### src/rtl/decodificador_secded_param.sv
//-----------------------------------------------------------------------------
// decodificador_secded_param
//
// Two-stage pipelined extended-Hamming (SECDED) decoder with valid/ready flow
// control and saturating error statistics.
//
// Codeword layout: bit 0 is the overall (even) parity bit. Bits 1..N-1 are
// Hamming positions equal to their index. Power-of-two indices carry the check
// bits, and the other indices carry data (data bit 0 at the lowest index).
//
// Ports:
//   clk           rising-edge system clock
//   rst           synchronous active-high reset
//   palabra_in    received codeword (N bits)
//   valid_in      palabra_in is valid
//   ready_in      block can accept a word this cycle
//   en_correccion 1: correct single errors, 0: detect only
//   clr_cnt       synchronous clear of both error counters
//   data_out      decoded data bits (DATA_W)
//   valid_out     output word valid
//   ready_out     consumer accepts the output word
//   err_simple    single (correctable) error on the current output word
//   err_doble     uncorrectable error on the current output word
//   pos_error     codeword index of the single error (0 when none)
//   cnt_corr      accepted output words flagged err_simple (saturating)
//   cnt_nocorr    accepted output words flagged err_doble (saturating)
//-----------------------------------------------------------------------------

package decodificador_secded_param_pkg;

  // Smallest p such that 2^p >= data_w + p + 1.
  function automatic int calc_par_w(input int data_w);
    int p;
    p = 1;
    while ((1 << p) < (data_w + p + 1)) begin
      p = p + 1;
    end
    return p;
  endfunction

endpackage

module decodificador_secded_param
  import decodificador_secded_param_pkg::*;
#(
  parameter  int DATA_W = 4,
  parameter  int CNT_W  = 8,
  localparam int PAR_W  = calc_par_w(DATA_W),
  localparam int N      = DATA_W + PAR_W + 1,
  localparam int POS_W  = $clog2(N)
) (
  input  logic              clk,
  input  logic              rst,
  input  logic [N-1:0]      palabra_in,
  input  logic              valid_in,
  output logic              ready_in,
  input  logic              en_correccion,
  input  logic              clr_cnt,
  output logic [DATA_W-1:0] data_out,
  output logic              valid_out,
  input  logic              ready_out,
  output logic              err_simple,
  output logic              err_doble,
  output logic [POS_W-1:0]  pos_error,
  output logic [CNT_W-1:0]  cnt_corr,
  output logic [CNT_W-1:0]  cnt_nocorr
);

  localparam logic [CNT_W-1:0] CNT_MAX = {CNT_W{1'b1}};
  localparam logic [CNT_W-1:0] CNT_ONE = {{(CNT_W-1){1'b0}}, 1'b1};
  localparam logic [N-1:0]     BIT0    = {{(N-1){1'b0}}, 1'b1};

  // ---------------------------------------------------------------------------
  // ECC helper functions
  // ---------------------------------------------------------------------------

  // XOR of the indices of every set bit in positions 1..N-1.
  function automatic logic [PAR_W-1:0] calc_syndrome(input logic [N-1:0] w);
    logic [PAR_W-1:0] s;
    s = {PAR_W{1'b0}};
    for (int i = 1; i < N; i++) begin
      if (w[i]) begin
        s = s ^ PAR_W'(i);
      end else begin
        s = s;
      end
    end
    return s;
  endfunction

  // Even-parity check over the whole codeword: 1 means odd weight.
  function automatic logic calc_parity(input logic [N-1:0] w);
    return ^w;
  endfunction

  // Collect the non-power-of-two positions into the data word. Each data bit
  // is shifted in from the top, so the lowest index lands on data bit 0 once
  // all DATA_W bits have been pushed.
  function automatic logic [DATA_W-1:0] extract_data(input logic [N-1:0] w);
    logic [DATA_W-1:0] d;
    logic [DATA_W:0]   tmp;
    d = {DATA_W{1'b0}};
    for (int i = 1; i < N; i++) begin
      if ((i & (i - 1)) != 0) begin
        tmp = {w[i], d};
        d   = tmp[DATA_W:1];
      end else begin
        d = d;
      end
    end
    return d;
  endfunction

  // ---------------------------------------------------------------------------
  // Flow control: both stages move together whenever the output slot is free
  // or being consumed.
  // ---------------------------------------------------------------------------
  logic avanza_s;
  logic handshake_out_s;

  assign avanza_s        = !valid_out || ready_out;
  assign ready_in        = avanza_s;
  assign handshake_out_s = valid_out && ready_out;

  // ---------------------------------------------------------------------------
  // Stage 1: syndrome, overall parity, raw word and correction enable
  // ---------------------------------------------------------------------------
  logic             s1_valid_r;
  logic [N-1:0]     s1_word_r;
  logic [PAR_W-1:0] s1_syn_r;
  logic             s1_q_r;
  logic             s1_en_r;

  // Stage-1 register: capture the incoming slot (word or bubble) on advance.
  always_ff @(posedge clk) begin
    if (rst) begin
      s1_valid_r <= 1'b0;
      s1_word_r  <= {N{1'b0}};
      s1_syn_r   <= {PAR_W{1'b0}};
      s1_q_r     <= 1'b0;
      s1_en_r    <= 1'b0;
    end else if (avanza_s) begin
      s1_valid_r <= valid_in;
      s1_word_r  <= palabra_in;
      s1_syn_r   <= calc_syndrome(palabra_in);
      s1_q_r     <= calc_parity(palabra_in);
      s1_en_r    <= en_correccion;
    end else begin
      s1_valid_r <= s1_valid_r;
      s1_word_r  <= s1_word_r;
      s1_syn_r   <= s1_syn_r;
      s1_q_r     <= s1_q_r;
      s1_en_r    <= s1_en_r;
    end
  end

  // ---------------------------------------------------------------------------
  // Classification and correction (combinational, feeds stage 2)
  // ---------------------------------------------------------------------------
  logic              syn_nz_s;
  logic              syn_in_range_s;
  logic              simple_s;
  logic              doble_s;
  logic [POS_W-1:0]  pos_s;
  logic [N-1:0]      fixed_word_s;
  logic [DATA_W-1:0] data_s;

  assign syn_nz_s       = (s1_syn_r != {PAR_W{1'b0}});
  // A syndrome past the last real index can only come from a multi-bit error
  // in a shortened code.
  assign syn_in_range_s = ({1'b0, s1_syn_r} < (PAR_W + 1)'(N));

  // Decode {syndrome != 0, overall parity} into the error class and fix mask.
  always_comb begin
    simple_s     = 1'b0;
    doble_s      = 1'b0;
    pos_s        = {POS_W{1'b0}};
    fixed_word_s = s1_word_r;
    case ({syn_nz_s, s1_q_r})
      2'b00: begin
        simple_s = 1'b0;
      end
      2'b01: begin
        // Only the overall parity bit is wrong; data positions are intact.
        simple_s = 1'b1;
      end
      2'b11: begin
        if (syn_in_range_s) begin
          simple_s = 1'b1;
          pos_s    = POS_W'(s1_syn_r);
          if (s1_en_r) begin
            fixed_word_s = s1_word_r ^ (BIT0 << s1_syn_r);
          end else begin
            fixed_word_s = s1_word_r;
          end
        end else begin
          doble_s = 1'b1;
        end
      end
      2'b10: begin
        doble_s = 1'b1;
      end
      default: begin
        simple_s = 1'b0;
        doble_s  = 1'b0;
      end
    endcase
    data_s = extract_data(fixed_word_s);
  end

  // ---------------------------------------------------------------------------
  // Stage 2: registered outputs
  // ---------------------------------------------------------------------------

  // Output register: load the classified word on advance, hold during a stall.
  always_ff @(posedge clk) begin
    if (rst) begin
      valid_out  <= 1'b0;
      data_out   <= {DATA_W{1'b0}};
      err_simple <= 1'b0;
      err_doble  <= 1'b0;
      pos_error  <= {POS_W{1'b0}};
    end else if (avanza_s) begin
      valid_out  <= s1_valid_r;
      data_out   <= data_s;
      // Flags are forced low on bubbles so nothing downstream sees stale errors.
      err_simple <= simple_s && s1_valid_r;
      err_doble  <= doble_s && s1_valid_r;
      pos_error  <= s1_valid_r ? pos_s : {POS_W{1'b0}};
    end else begin
      valid_out  <= valid_out;
      data_out   <= data_out;
      err_simple <= err_simple;
      err_doble  <= err_doble;
      pos_error  <= pos_error;
    end
  end

  // ---------------------------------------------------------------------------
  // Error statistics
  // ---------------------------------------------------------------------------

  // Corrected-error counter: clear has priority, then saturating increment.
  always_ff @(posedge clk) begin
    if (rst) begin
      cnt_corr <= {CNT_W{1'b0}};
    end else if (clr_cnt) begin
      cnt_corr <= {CNT_W{1'b0}};
    end else if (handshake_out_s && err_simple && (cnt_corr != CNT_MAX)) begin
      cnt_corr <= cnt_corr + CNT_ONE;
    end else begin
      cnt_corr <= cnt_corr;
    end
  end

  // Uncorrectable-error counter: clear has priority, then saturating increment.
  always_ff @(posedge clk) begin
    if (rst) begin
      cnt_nocorr <= {CNT_W{1'b0}};
    end else if (clr_cnt) begin
      cnt_nocorr <= {CNT_W{1'b0}};
    end else if (handshake_out_s && err_doble && (cnt_nocorr != CNT_MAX)) begin
      cnt_nocorr <= cnt_nocorr + CNT_ONE;
    end else begin
      cnt_nocorr <= cnt_nocorr;
    end
  end

endmodule

### config.mk
export PLATFORM = sky130hd
export DESIGN_NAME = decodificador_secded_param
export DESIGN_NICKNAME = d
export VERILOG_FILES = /design/src/rtl/decodificador_secded_param.sv
export SDC_FILE = /design/constraint.sdc
export NUM_CORES = 1
export LEC_CHECK = 0
export ABC_AREA = 1
export CAP_MARGIN = 5
export CORE_MARGIN = 2
export CORE_UTILIZATION = 50
export CTS_BUF_LIST = sky130_fd_sc_hd__clkbuf_8
export DETAILED_ROUTE_END_ITERATION = 16
export HOLD_SLACK_MARGIN = 0.1
export PLACE_DENSITY = 0.77
export SYNTH_ARGS = -nofsm -noshare
export SYNTH_HDL_FRONTEND = slang
export SYNTH_SLANG_ARGS = --single-unit
### constraint.sdc
create_clock -name clk -period 1.34 [get_ports clk]
set_input_delay 0.268 -clock clk [delete_from_list [all_inputs] [get_ports clk]]
set_output_delay 0.268 -clock clk [all_outputs]
set_load 0.01 [all_outputs]
After elaboration in Yosys (flattened, before gate mapping)
Cells that the tools add are included.
Widths: inputs -> output; s select.

word-level totals
  flip-flop bits (word level) = 40
  bits in latches = 0
  memory bits (writable) = 0
  memory bits (read-only) = 0
  input bits = 14
  output and inout port bits = 27
  word-level logic and storage cells = 65
  memories = 0

cells by class
  $add $sub $neg = 2
  $mul = 0
  div/mod/pow operators = 0
  order comparisons = 0
  equal/unequal tests = 5
  shift operators = 1
  multiplexer cells = 25
  bitwise logic cells = 7
  reductions and logical operators = 13

operators with widths
  cell                 count
  $mux 3               18
  $add 8x1->8 const B  2
  $mux 8               2
  $ne 8x8->1 const B   2
  $reduce_xor 8->1     1
  $shl 1x3->8 const A  1
  $xor 8x8->8          1
  $logic_and 1x1->1    7
  $not 2->2            3
  $eq 2x2->1 const B   2
  $mux 2               2
  $reduce_or 2->1      2
  $mux 1               3
  $not 3->3            1
  $reduce_bool 3->1    1
  $eq 2x1->1 const B   1
  $not 1->1            2
  $logic_not 1->1      1
  $logic_or 1x1->1     1

Longest topological paths before layout
  word-level depth = 26
  depth in mapped cells = 9
  mapped depth without buffers = 9

Least setup slack after synthesis
No wires, ideal clock.

  path type = flip-flop to flip-flop
  start = register cnt_corr[0]
  end = register cnt_corr[2]
  setup time = 119 ps
  arrival time = 1161 ps
  data required time = 1221 ps
  slack = 61 ps
  cell stages (with the launch flop) = 9
  buffers on the path = 0
  clock period less this slack = 1279 ps
  cells stage by stage = dfxtp_1 -> ha_1 -> inv_1 -> nor2_2 -> nand2_1 -> nand2_4 -> nor2_1 -> o21ai_0 -> nor2_1

between the ends
  longest elaborated chain between the ends = 2
  elaborated cells on any way between the ends = 3
  those cells by class = 1 x add/sub; 1 x eq/ne; 1 x reduce/logical

ends and longest elaborated chain
  what                                                                 line  RTL
  start, declared                                                      65    output logic [CNT_W-1:0] cnt_corr,
  start signal, assigned                                               246   cnt_corr <= {CNT_W{1'b0}};
  start signal, assigned                                               248   cnt_corr <= {CNT_W{1'b0}};
  start signal, assigned                                               250   cnt_corr <= cnt_corr + CNT_ONE;
  parallel branches: the longest is 2 deep, another holds $add 8x1->8  n/a

Several ways; the timed one is not identified.
A chain may end at the register's enable or synchronous reset.

Worst setup path in the final report
  start = register valid_out
  end = output valid_out

RTL lines
  what                    line  RTL
  start, declared         60    output logic valid_out,
  start signal, assigned  224   valid_out <= s1_valid_r;
  start signal, assigned  231   valid_out <= valid_out;

No word-level cell between the ends.

==> summary.txt <==
Synth
  – Primary FF master, synth: dfxtp_1
  – Number of synthesized register bits: 36
  – Cell taking the most area after synthesis: dfxtp_1
  – XOR/XNOR Fraction of Synth Area: 0.06881
  – Post-synth EDFFs: 0
  – Yosys warns: 0
  – Top cells by area, synth: dfxtp_1 (38%), nand2_1 (19%), inv_1 (8.3%)
  – Mux contribution to synthesized area: 0
  – Compound-Gate Fraction of Synth Area: 0.1206
  – Synthesized area: between 1500 and 2000 µm²
  – Post-synthesis sequential area ratio: 0.3775
  – Syn_nets: roughly 310
  – Share of the synthesized area in the top cell type: 0.3775
  – Top cells by count, synth: nand2_1 (96), inv_1 (42), dfxtp_1 (36)
  – Mapped Cells: between 200 and 300
  – Synth cell types: 27
  – Async S/R FF share, synth: 0
  – Synth Area in Adders: 0.01311
  – Syn Area/Cell: approximately 6.6 µm²
  – Top-count cell post-synth: nand2_1
  – Post-Synth Simple-Gate Area: 0.3198
  – Largest family of logic cells by synthesized area: simple AND/OR/NAND/NOR gates

Critical path
  – CP Class: register to output port
  – Worst flop-to-flop path startpoint: cnt_corr[0]
  – Worst Path Arrival: ~1.0 ns
  – R2R cell count: 8
  – CP Launch Type: register
  – Worst Path Required: approximately 1.1 ns
  – Capture point of the worst reg-to-reg path: cnt_corr[4]
  – Critical Path Max Stage Delay: roughly 0.32 ns
  – CP bufs+invs: 2
  – CP endpoint kind: output port
  – Critical path's slowest cell: dfxtp_2
  – CP top delay family: buffers and inverters
  – CP Max Fanout: 3
  – Worst-path cell chain: buf_4, dlygate4sd2_1
  – R2R setup slack: approximately 0.10 ns

Global route
  – Grt ovf: 0
  – Largest net degree at the start of global routing: 22
  – Initial antenna violation count: 0
  – First-pass GRT wire length: between 7 and 8 mm
  – GRT Overall Usage: 0.2256
  – Vias in the first global route: about 1,800

STA
  – Max_slew headroom: 0.7789
  – Hold Vio Cnt, Final: 0
  – Setup_tns: 0 ns
  – Actual slew at the worst max-slew pin: 0.3312 ns
  – Setup violations, final: 0
  – Final Skew: 0.009437 ns
  – Fin crit period: roughly 1.3 ns
  – Max-slew violation count: 0
  – Worst Setup Slack, final: about 0.053 ns
  – Period utilisation layout: 0.9602
  – Maximum clock rate: approximately 780 MHz

Placement
  – DP HPWL: between 3 and 4 mm
  – Buffers on Ports: 40
  – Gp weighted congestion: 0.7768
  – DP Area: around 2500 µm²
  – Pre-CTS setup slack: -0.4064 ns

Outcome
  – Status: finished, final reports clean

Floorplanning
  – Die ar.: between 4000 and 5000 µm²
  – Die height: between 60 and 70 µm
  – Core Rows: 22
  – Die width: approximately 66 µm
  – Ports: 41
  – Core ar.: around 3700 µm²
  – Starting density of the core: 0.5215

Clock network
  – Root Driver: clkbuf_8
  – Clk sinks: 36
  – Worst-skew pair later-pin latency: 0.30 ns
  – CTS H-Tree Depth: 2
  – Reg clk slew, reported paths: roughly 0.070 ns
  – CTS Buffer Depth: 2
  – CTS tree: yes
  – Count of hold-fix buffers inserted at cts: 0
  – Num CTS Buffers: 5

Hold path
  – Hold worst-path end: s1_word_r[7]
  – Type of the worst min-delay path: primary input to register
  – WHS Path Cells: 4
  – HP Start: palabra_in[7]

Finish
  – Share of cells above drive strength 1: 0.1742
  – Post-Layout Inst Area: approximately 2700 µm²
  – # diodes: 0
  – Final core utilization: 0.7256
  – Final net count: 371
  – Area growth, synth to finish: 39.12%

Routing
  – Vias: 1,965
  – Starting DRT DRC Count: ~120
  – Post-Route WL: roughly 4.3 mm
  – Vias per cell: around 5
  – Wirelength per Cell: between 10 and 15 µm
  – Routed Antenna Nets: 0
  – TritonRoute pass-1 iters: 4
  – DRC: 0

Power
  – Post-layout power: around 2400 µW
  – Max IR drop VDD: around 0.63 mV
  – Leakage: roughly 0.0014 µW
  – Power density cells: roughly 900 nW/µm²

Flow run
  – Max-cap violation count: 0
metal layers:
| layer | wire length, µm | track usage | vias up | part of all wire |
|---|---|---|---|---|
| li1 | - | - | 1034 | - |
| met1 | 1872 | 0.2532 | 892 | 0.44 |
| met2 | 2172 | 0.4040 | 32 | 0.51 |
| met3 | 134 | 0.04259 | 7 | 0.031 |
| met4 | 82 | 0.1120 | 0 | 0.019 |
| met5 | 0 | 0 | - | 0 |
report_power, final:
part	internal [µW]	leakage, µW	switching [µW]
Combinational	146	0.00101	152
Clock	545	0.0000593	402
Sequential	1110	0.000301	33.9
Total	1800	0.00137	588
registers in the layout, indices dropped and copies added (netlist names):
signal / count
cnt_corr: 8
s1_word_r: 4
s1_q_r: 1
data_out: 4
cnt_nocorr: 8
s1_syn_r: 3
pos_error: 3
s1_valid_r: 1
valid_out: 1
err_simple: 1
err_doble: 1
s1_en_r: 1
metrics by stage:
| stage | hold WS [ns] | instances |
|---|---|---|
| CTS | 0.4916 | 403 |
| global route | 0.4666 | 404 |
| finish | 0.4270 | 404 |
| global placement | 0.4697 | 394 |
| floorplan | 0.4153 | 291 |
| detailed placement | 0.4761 | 394 |
final cells by class:
cell class	instances	area, µm²
Timing Repair Buffer	63	555.5
Multi-Input combinational cell	206	1032
Inverter	43	161.4
Sequential cell	36	739.5
Tap cell	48	60.06
Fill cell	329	1005
Clock buffer	5	68.82
Clock inverter	3	38.79
placed cells by master, fill, tap and decap left out, types with 3 or more instances in the layout:
cell type	count
nand3_1	12
xnor2_1	10
dfxtp_2	12
a21oi_1	22
o21ai_0	12
dlygate4sd2_1	27
buf_4	21
nor2_1	22
inv_1	42
dfxtp_1	23
nor3_2	3
nand2_2	3
o21ai_1	3
clkbuf_8	5
clkdlybuf4s50_1	10
xor2_1	5
nand2_1	94
worst max-delay path by stage:
| stage | cells after the start | slack, ns | endpoint | from |
|---|---|---|---|---|
| after floorplan | 8 | 0.06 | cnt_corr[2] | cnt_corr[0] |
| after global placement | 4 | -0.42 | ready_in | ready_out |
| after detailed placement | 4 | -0.41 | ready_in | ready_out |
| after CTS | 8 | 0.0007 | cnt_corr[4] | cnt_corr[0] |
| after global routing | 7 | -0.01 | data_out[0] | s1_syn_r[0] |
| final | 2 | 0.05 | valid_out | valid_out |
tightest hold or removal path, delay by kind of cell:
family                 cells  cell delay [ns]
AO/OA/AOI/OAI              1             0.04
buffers and inverters      3             0.37
kinds of logic (layout without fill, tap and decap cells):
group,count (synthesis),count (layout)
buffers and inverters,49,114
flip-flops,36,36
AO/OA/AOI/OAI,43,43
XOR/XNOR,15,15
AND/OR/NAND/NOR,146,146
adder cells (fa/ha/maj),2,2
what timing repair did:
| action | 4_1_cts | 5_1_grt |
|---|---|---|
| resized for setup | 43 | 19 |
| pin swaps | 1 | 2 |
| gates cloned | 0 | 0 |
| setup buffers | 1 | 1 |
| setup endpoints to repair | 37 | 21 |
(Power assumes the default switching activity.)
==> RTL edit: new RTL, config.mk and constraints unchanged <==
Change the parameter `CNT_W` from 8 to 6.
--- a/src/rtl/decodificador_secded_param.sv
+++ b/src/rtl/decodificador_secded_param.sv
@@ -44,7 +44,7 @@
   import decodificador_secded_param_pkg::*;
 #(
   parameter  int DATA_W = 4,
-  parameter  int CNT_W  = 8,
+  parameter  int CNT_W  = 6,
   localparam int PAR_W  = calc_par_w(DATA_W),
   localparam int N      = DATA_W + PAR_W + 1,
   localparam int POS_W  = $clog2(N)
Ports: changed (resized cnt_corr and cnt_nocorr); port bits go from 41 to 37. The function was not compared with the original's and may differ.
==> RTL edit against the original RTL <==
- wire length down 7.2%
- setup slack worse by 24 ps
- area after synthesis decreased by 11%
- power is 7.2% lower
- largest cell class unchanged
- clock power decreased by 5.4%
- design area down 5.8%
- sequential cell count down 4
- synthesized cell count decreased by 15%
==> RTL edit: results (changes against the original RTL) <==
[outcome]
outcome = completed

[timing]
worstMarginPinSlew_ps = 356  ; +24.7 ps
skew_ps = 5.29  ; -4.15 ps
hold_slack_ps = 441  ; +14.1 ps

[worst_setup_path]
crit_startpoint = cnt_nocorr[1]
worst_r2r_path_depth = 7  ; -1
worst_setup_path_endpoint = cnt_nocorr[3]
crit_path_max_fanout = 6  ; +3
worst_ep_arrival_time_ps = 1520  ; +500 ps
rrSetupSlack_ps = 30  ; -70 ps

[place]
io_buffer_count = 36  ; -10%
post-dp-hpwl_um = 2720  ; -14%
gp_congestion = 0.823  ; +6.0%
place_inst = 353  ; -10%

[yosys]
syn_nets = 263  ; -14%
ys_top_cells_by_area = sky130_fd_sc_hd__dfxtp_1 38%, sky130_fd_sc_hd__nand2_1 18%, sky130_fd_sc_hd__inv_1 7.1%
most_common_library_cells_after_synthesis = 80 x sky130_fd_sc_hd__nand2_1, 32 x sky130_fd_sc_hd__dfxtp_1, 32 x sky130_fd_sc_hd__inv_1
synthesized_instance_count = 247  ; -15%
synth_cell_types = 26  ; -3.7%
synthesis.yosys.warnings = 0  ; unchanged
synth-seq-area-share_pct = 37.9  ; +0.15 points

[global_routing]
grt_start_max_net_pins = 26  ; +18%
grt_pass1_vias = 1687  ; -8.0%
grt_first_pass_wirelength_um = 6830  ; -9.3%
grt.total_usage_pct = 22.0  ; -0.57 points

[layout]
final_net_count = 334  ; -10%
biggestRegsByFlops = cnt_corr x6, cnt_nocorr x6
final_layout_size_suffix_gt1_share_pct = 22.6  ; +5.2 points
insertedDiodeCount = 0  ; unchanged
filler_cell_count = 258  ; -22%

[routing]
via_count = 1756  ; -11%
drt_iter0_markers = 59  ; -52%
avgRoutedWirePerCell_um = 10.8  ; +2.7%
route.final.wire_length_um = 3960  ; -7.2%

[cts]
cts_resized = 31  ; -28%
post-cts-setup-buffer-count = 0  ; -1
worst_skew_pair.late_latency_ps = 290

[pwr]
leakagePower_nw = 1.30  ; -4.8%
irDropWorstVdd_mv = 0.717  ; +14%

[worst_hold_path]
hold_path.class = input pin to register

[RTL edit: cell count changes in the layout (fill, tap and decap cells not counted), moves of 3 or more]
cell | unedited run | this run
sky130_fd_sc_hd__a21oi_1 | 22 | 19
sky130_fd_sc_hd__buf_6 | 1 | 5
sky130_fd_sc_hd__dlygate4sd2_1 | 27 | 23
sky130_fd_sc_hd__nor2_1 | 22 | 13
sky130_fd_sc_hd__nor3_2 | 3 | 0
sky130_fd_sc_hd__buf_4 | 21 | 28
sky130_fd_sc_hd__dfxtp_2 | 12 | 7
sky130_fd_sc_hd__nand2_1 | 94 | 77
sky130_fd_sc_hd__inv_1 | 42 | 33
[RTL edit: area by class of cell]
class / instances / share of cell area, %
inverters: 35 / 5.40
multi-input cells: 175 / 38.1
clock inverters: 3 / 1.55
well taps: 46 / 2.30
clock buffers: 5 / 2.75
repair buffers: 69 / 23.8
flip-flops and latches: 32 / 26.1
[RTL edit: power by group]
group | internal (mW) | switching [mW]
Sequential | 0.991 | 0.0322
Clock | 0.543 | 0.352
Combinational | 0.145 | 0.151
[RTL edit: cells by family (layout without fill, tap and decap cells)]
logic type	after synthesis	after routing	share of synthesized area (%)
AOI/OAI and AO/OA	43	43	14.8
xor gates and xnor gates	14	14	7.25
DFF	32	32	37.9
and+or+nand+nor	116	116	29.0
buffers and inverters	40	112	9.55
adders and majority gates	2	2	1.48
[RTL edit: worst min path at each step]
stage,startpoint,endpoint,cells past startpoint
finish,palabra_in[7],s1_word_r[7],4
CTS,pos_error[2],pos_error[2],2
global placement,pos_error[2],pos_error[2],2
global route,palabra_in[7],s1_word_r[7],4
floorplan,palabra_in[5],s1_word_r[5],2
detailed placement,pos_error[2],pos_error[2],2
[RTL edit: metal layers]
layer	vias to the layer above	GRT usage, %	share of wire, %
li1	920	-	-
met1	781	23.4	42
met2	45	39.3	50
met3	10	7.43	5.3
met4	0	10.0	1.9
met5	-	0	0
[RTL edit: critical path, cell delays in order (launching register included)]
cell and delay, ps:
sky130_fd_sc_hd__dfxtp_4 350, sky130_fd_sc_hd__ha_4 170, sky130_fd_sc_hd__nand2_4 70, sky130_fd_sc_hd__nor2_4 40
sky130_fd_sc_hd__a21oi_4 280, sky130_fd_sc_hd__buf_6 160, sky130_fd_sc_hd__nand2_4 40, sky130_fd_sc_hd__a21oi_2 130
[RTL edit: stage by stage]
| step | power, mW | area (um^2) | setup WS, ps |
|---|---|---|---|
| finish | 2.21 | 2500 | 29.2 |
| global route | 2.32 | 2500 | -19.0 |
| CTS | 2.23 | 2380 | 1.77 |
| detailed placement | 1.35 | 2300 | -324 |
| global placement | 1.34 | 2300 | -329 |
| floorplan | 1.21 | 1690 | 44.9 |
